File: src/rtl/mux_rr_arbiter.sv
// mux_rr_arbiter: round-robin arbiter that owns the select of a shared N:1 data mux,
// with a hold limit so a busy owner is rotated out when others are waiting.
module mux_rr_arbiter #(
  parameter int N        = 4,
  parameter int W        = 8,
  parameter int MAX_HOLD = 4
) (
  input  logic                 clk,
  input  logic                 rst,
  input  logic [N-1:0]         req,
  input  logic [N*W-1:0]       in_data,
  output logic [N-1:0]         gnt,
  output logic [$clog2(N)-1:0] sel,
  output logic [W-1:0]         y,
  output logic                 y_valid
);
  localparam int SW = $clog2(N);
  localparam int HW = MAX_HOLD > 1 ? $clog2(MAX_HOLD) : 1;
  localparam logic [HW-1:0] HMAX = HW'(MAX_HOLD - 1);
  typedef enum logic {IDLE, GRANT} state_t;
  state_t        r_state, w_state;
  logic [SW-1:0] r_ptr, w_ptr, r_sel, w_sel, w_pick, w_idx;
  logic [HW-1:0] r_hold, w_hold;
  logic [N-1:0]  r_gnt, w_gnt, w_others, w_cand;
  logic          w_new;
  assign w_others = req & ~(N'(1) << r_sel);
  assign w_cand   = r_state == IDLE ? req : w_others;
  // Scan from the farthest offset down so the nearest requester after ptr wins.
  always_comb begin
    w_pick = '0;
    w_idx  = '0;
    for (int i = N - 1; i >= 0; i--) begin
      w_idx = SW'((int'(r_ptr) + i) % N);
      if (w_cand[w_idx]) w_pick = w_idx;
    end
  end
  assign w_new = r_state == IDLE ? |req
               : !req[r_sel]     ? |w_others
               : (r_hold == HMAX && |w_others);
  always_comb begin
    w_state = r_state;
    w_gnt   = r_gnt;
    w_sel   = r_sel;
    w_ptr   = r_ptr;
    w_hold  = r_hold;
    if (w_new) begin
      w_state = GRANT;
      w_gnt   = N'(1) << w_pick;
      w_sel   = w_pick;
      w_ptr   = w_pick == SW'(N - 1) ? '0 : w_pick + SW'(1);
      w_hold  = '0;
    end else if (r_state == GRANT && !req[r_sel]) begin
      w_state = IDLE;
      w_gnt   = '0;
      w_hold  = '0;
    end else if (r_state == GRANT) begin
      w_hold  = r_hold == HMAX ? r_hold : r_hold + HW'(1);
    end
  end
  always_ff @(posedge clk) begin
    if (rst) begin
      r_state <= IDLE;
      r_gnt   <= '0;
      r_sel   <= '0;
      r_ptr   <= '0;
      r_hold  <= '0;
    end else begin
      r_state <= w_state;
      r_gnt   <= w_gnt;
      r_sel   <= w_sel;
      r_ptr   <= w_ptr;
      r_hold  <= w_hold;
    end
  end
  assign gnt     = r_gnt;
  assign sel     = r_sel;
  assign y_valid = |r_gnt;
  always_comb begin
    y = '0;
    for (int k = 0; k < N; k++)
      if (y_valid && r_sel == SW'(k)) y = in_data[k*W +: W];
  end
endmodule
File: config.mk
export PLATFORM = sky130hd
export DESIGN_NAME = mux_rr_arbiter
export DESIGN_NICKNAME = d
export VERILOG_FILES = /design/src/rtl/mux_rr_arbiter.sv
export SDC_FILE = /design/constraint.sdc
export NUM_CORES = 1
export LEC_CHECK = 0
export ABC_AREA = 1
export CORE_MARGIN = 2
export CORE_UTILIZATION = 65
export CTS_CLUSTER_SIZE = 20
export DETAILED_ROUTE_END_ITERATION = 12
export DONT_BUFFER_PORTS = 1
export PLACE_DENSITY = 0.87
export SYNTH_ARGS = -nofsm -noshare
export SYNTH_HDL_FRONTEND = slang
export SYNTH_SLANG_ARGS = --single-unit
File: constraint.sdc
create_clock -name clk -period 3.67 [get_ports clk]
set_clock_uncertainty 0.15 [all_clocks]
set_input_delay 0.367 -clock clk [delete_from_list [all_inputs] [get_ports clk]]
set_output_delay 0.367 -clock clk [all_outputs]
set_load 0.01 [all_outputs]
# --- Word level (Yosys, flattened, before mapping) ---
# Index checks and enable logic that the tools add are counted.
word_totals:
  register_bits: 11
  latchBits: 0
  ramBits: 0
  mem_bits_ro: 0
  output_inout_bits: 15
  wordCells: 65
  memories: 0
op_classes:
  n_addsub: 5
  n_mul: 0
  n_div: 0
  magnitude_cmp: 5
  eq_ne: 5
  n_shift: 2
  n_mux: 26
  n_bitwise: 3
  n_reduce_logical: 14
op_table:
  columns: ["op", "count"]
  rows:
  - ["$mux 8", 4]
  - ["$lt 2x3->1 const B", 5]
  - ["$mux 4", 3]
  - ["$reduce_or 4->1", 3]
  - ["$bmux 1 s2", 5]
  - ["$mux 2", 5]
  - ["$mux 1", 9]
  - ["$eq 2x2->1 const B", 4]
  - ["$shl 1x2->4 const A", 2]
  - ["$add 2x1->2 const B", 3]
  - ["$logic_and 1x1->1", 6]
  - ["$add 2x2->2 const B", 2]
  - ["$and 4x4->4", 1]
  - ["$not 4->4", 1]
  - ["$reduce_or 3->1", 1]
  - ["$eq 2x1->1 const B", 1]
  - ["$logic_not 2->1", 1]
  - ["$reduce_and 2->1", 1]
  - ["$reduce_bool 2->1", 1]
  - ["$logic_not 1->1", 1]
  - ["$not 1->1", 1]

# --- Depth between registers and ports, before layout ---
depth:
  ltp_word: 12
  ltp_mapped: 15

# --- Worst setup path before layout ---
# Ideal clock, no wire load.
synth_path:
  path_kind: "reg-to-reg"
  startpoint: "register r_sel[0] (netlist: sel[0])"
  endpoint: "register r_ptr[1]"
  t_arrival_ps: 1624
  required_time_ps: 3404
  slack_ps: 1780
  path_stages_with_launch: 13
  path_buffers: 0
  period_less_slack_ps: 1890
  path_cell_list: "dfxtp_1 nand2_1 nand2_2 nand2_1 nand2_1 nand2_2 a21oi_4 nand3_1 nand2_1 inv_1 ha_1 nor2_1 nor2_1"
synth_via:
  elab_chain_len: 12
  elab_cells_between_ends: 25
synth_rtl:
  columns: ["element", "line", "rtl"]
  rows:
  - ["from (decl)", "22", "logic [SW-1:0] r_ptr, w_ptr, r_sel, w_sel, w_pick, w_idx;"]
  - ["from (signal assigned)", "70", "r_sel <= w_sel;"]
  - ["$shl 1x2->4 (*)", "26", "assign w_others = req & ~(N'(1) << r_sel);"]
  - ["$not 4->4 (*)", "26", null]
  - ["$and 4x4->4 (*)", "26", null]
  - ["$mux 4 (*)", "27", "assign w_cand = r_state == IDLE ? req : w_others;"]
  - ["$bmux 1 s2", "34", "if (w_cand[w_idx]) w_pick = w_idx;"]
  - ["$mux 1 (not written as such)", "34", null]
  - ["$mux 2 (3 in a row)", "34", null]
  - ["$mux 2 (*)", "34", null]
  - ["named net w_pick[1]", "22", null]
  - ["$add 2x1->2 / $eq 2x2->1 (equally long branches)", "50", "w_ptr = w_pick == SW'(N - 1) ? '0 : w_pick + SW'(1);"]
  - ["$mux 2 (*)", "50", null]
  - ["to (signal assigned)", "71", "r_ptr <= w_ptr;"]
  - ["to (decl)", "22", null]
# The timed path passes the listed nets; every way through them passes the cells marked *. The select of a mux whose other input is x is not followed.
# A chain may end at the register's enable or synchronous reset.

# --- Worst setup path in the final report ---
layout_path:
  startpoint: "register r_gnt[2] (netlist: gnt[2])"
  endpoint: "output port y[3]"
layout_via:
  elab_chain_len: 6
  elab_cells_between_ends: 9
layout_rtl:
  columns: ["element", "line", "rtl"]
  rows:
  - ["from (decl)", "24", "logic [N-1:0] r_gnt, w_gnt, w_others, w_cand;"]
  - ["from (signal assigned)", "69", "r_gnt <= w_gnt;"]
  - ["$reduce_or 4->1 (*)", "77", "assign y_valid = |r_gnt;"]
  - ["named net y_valid", "15", "output logic y_valid"]
  - ["$logic_and 1x1->1", "81", "if (y_valid && r_sel == SW'(k)) y = in_data[k*W +: W];"]
  - ["$mux 8 (3 in a row)", "81", null]
  - ["$mux 8 (*)", "81", null]
  - ["to (decl)", "14", "output logic [W-1:0] y,"]
# The timed path passes the listed nets; every way through them passes the cells marked *.

==> flow_summary.json <==
{
  "synthSimpleGateAreaFrac_pct": 52.04,
  "crit_path_end_kind": "primary output",
  "synth_nets": 215,
  "ios": 53,
  "syn_inst": 172,
  "grt_pass1_vias": 1018,
  "outcome": "completed",
  "critPathLaunchType": "flip-flop",
  "power_uw": 1060,
  "fin_nets": 219,
  "initial_utilization_pct": 70.53,
  "cts_setup_buffers": 0,
  "cts_tree": "done",
  "synth_compound_area_share_pct": 12.81,
  "relSlewSlack_pct": 60.29,
  "ant_nets": 0,
  "critPathMaxFanout": 18,
  "cap_violations": 0,
  "seq_area_frac_synth_pct": 20.49,
  "min_path_type": "input pin to flip-flop",
  "area_delta_synth_final_pct": 4.191,
  "synth_top_family_by_area": "simple AND/OR/NAND/NOR gates",
  "slowest_stage": "nand2_1",
  "avgSynthCellArea_um2": 6.249,
  "track_usage_pct": 27.24,
  "p_per_area_nw_per_um2": 946.5,
  "cp.required_ns": 3.15,
  "path_clk_slew_ns": 0.07,
  "finalHoldViolCount": 0,
  "wire_per_inst_um": 12.99,
  "numPortBuffers": 0,
  "drt-pass1-iter-count": 4,
  "syn-cell-area_um2": 1075,
  "avgViaCountPerCell": 5.838,
  "numCtsBuffers": 3,
  "core_um2": 1524,
  "routabilityCongestion": 0.8025,
  "numClockSinks": 11,
  "cts_htree_levels": 1,
  "cpPeakStageDelay_ns": 0.45,
  "synth-xor-area-share_pct": 0.8149,
  "dp_cells": 186,
  "cp_cell_sequence": "nor2_1, nand2_1, inv_1, nor2_1, nand2_1, nand4_1",
  "ys_warn_count": 0,
  "drt_iter0_drc": 14,
  "die_area_um2": 1995,
  "grt_pass1_wl_um": 4098,
  "fin_cells": 191,
  "synth_top_area_share_pct": 20.49,
  "antenna_found_initial": 0,
  "r2r_slack_ns": 1.52,
  "synth_fa_ha_area_share_pct": 5.821,
  "num_rows": 14,
  "worstMarginPinSlew_ns": 0.5942,
  "remaining_drc_errors": 0,
  "n_antenna_cell": 0,
  "clk_latency_ns": 0.27,
  "synth_seq_cells": 11,
  "rsz0062_at_grt": "no",
  "routed_wl_um": 2482,
  "grt_max_degree": 19,
  "detailed_place_hpwl_um": 2038,
  "path_class": "flip-flop to primary output",
  "post-route-period-util_pct": 68.44,
  "drive_above_1_share_pct": 17.14,
  "cp.arrival_ns": 1.99,
  "setup_violations": 0,
  "ys_top_cells_by_area": "dfxtp_1, nand2_1, nand3_1, ha_1, nor2_1",
  "synthDistinctLibCells": 26,
  "synth_top_cell_by_area": "dfxtp_1",
  "num_vias": 1115,
  "die_h_um": 44.67,
  "leakage_uw": 0.0005399,
  "clock_tree.root_cell": "clkbuf_4",
  "dieWidth_um": 44.67,
  "fin_crit_ns": 2.512,
  "fmax_mhz": 398.1,
  "drv_slew": 0,
  "tns_ns": 0,
  "muxShareOfSynthArea_pct": 0,
  "cts_buffer_depth": 2,
  "ir_drop_mv": 0.6526,
  "grt-ovfl-total": 0
}
-- area by class of cell --
cell class	count	area, µm²
multi-input cells	139	768.2
fillers	138	404.1
flip-flops and latches	11	220.2
inverters	20	75.07
clock buffers	4	26.28
well taps	16	20.02
repair buffers	1	10.01
-- Yosys cell counts --
cell        n
clkbuf_1    1
nand3_1    29
o41ai_4     1
nand2_4     1
xor2_1      1
nand3b_1    1
inv_1      13
o21ai_2     3
a31oi_1     1
ha_1        5
nand4_1     8
nand2_2     7
or2_1       1
a21oi_4     1
inv_2       7
o21ai_0     2
nor2_1     15
nor2_4      1
nand2_1    50
o2111ai_1   1
o21ai_1     4
a21oi_2     2
a21oi_1     1
buf_4       1
dfxtp_1    11
nand3_2     4
-- through the flow --
stage	utilization [%]	hold slack [ns]	setup WS (ns)	cell area, µm²
final	73.48	0.01259	1.158	1120
after global routing	73.48	0.005479	0.9608	1120
after CTS	73.48	0.008975	1.166	1120
after detailed placement	71.10	0.2829	1.477	1084
after global placement	71.10	0.2824	1.554	1084
after floorplan	-	0.2794	1.780	1075
-- sequential cells by signal, indices dropped and copies added, names as in the netlist --
name	cells
gnt	4
r_hold	2
r_ptr	2
sel	2
r_state	1
-- power by group --
part	internal (µW)	switching [µW]	leakage, µW
Sequential	163	77.3	0.0000906
Combinational	235	504	0.000434
Clock	42.1	38.6	0.0000150
-- layer usage --
layer	GRT usage, %	vias up	wire (µm)
li1	-	582	-
met1	29.03	491	1016
met2	51.59	42	1255
met3	11.84	0	210
met4	0.6061	0	0
met5	0	-	0
-- final timing paths --
kind              from   endpoint  depth (start not counted)
min                rst    r_state                          1
max reg2reg     sel[0]   r_ptr[1]                         12
min reg2reg  r_hold[1]  r_hold[1]                          2
max             gnt[2]       y[3]                          6
-- cells in the final DEF, fill, tap and decap left out, types with 4 or more instances in the layout --
master | Yosys | final
nand2_1 | 50 | 50
dfxtp_1 | 11 | 11
nor2_1 | 15 | 15
inv_2 | 7 | 7
nand4_1 | 8 | 8
nand3_1 | 29 | 29
ha_1 | 5 | 5
nand3_2 | 4 | 4
o21ai_1 | 4 | 4
nand2_2 | 7 | 7
inv_1 | 13 | 13
-- cells by family after synthesis --
family	after synthesis
simple gates	117
xor+xnor	1
buf+inv	22
fa+ha+maj	5
compound gates	16
flops	11
-- critical path, delay by kind of cell, from the launching register on --
kind	cells	cell delay (ns)
DFF	1	0.40
and+or+nand+nor	5	1.21
buffers and inverters	1	0.12
-- repair_timing --
item / 4_1_cts / 5_1_grt
hold buffers: 1 / 0
resized for setup: 0 / 0
hold endpoints to repair: 1 / 0
(Power assumes the default switching activity.)
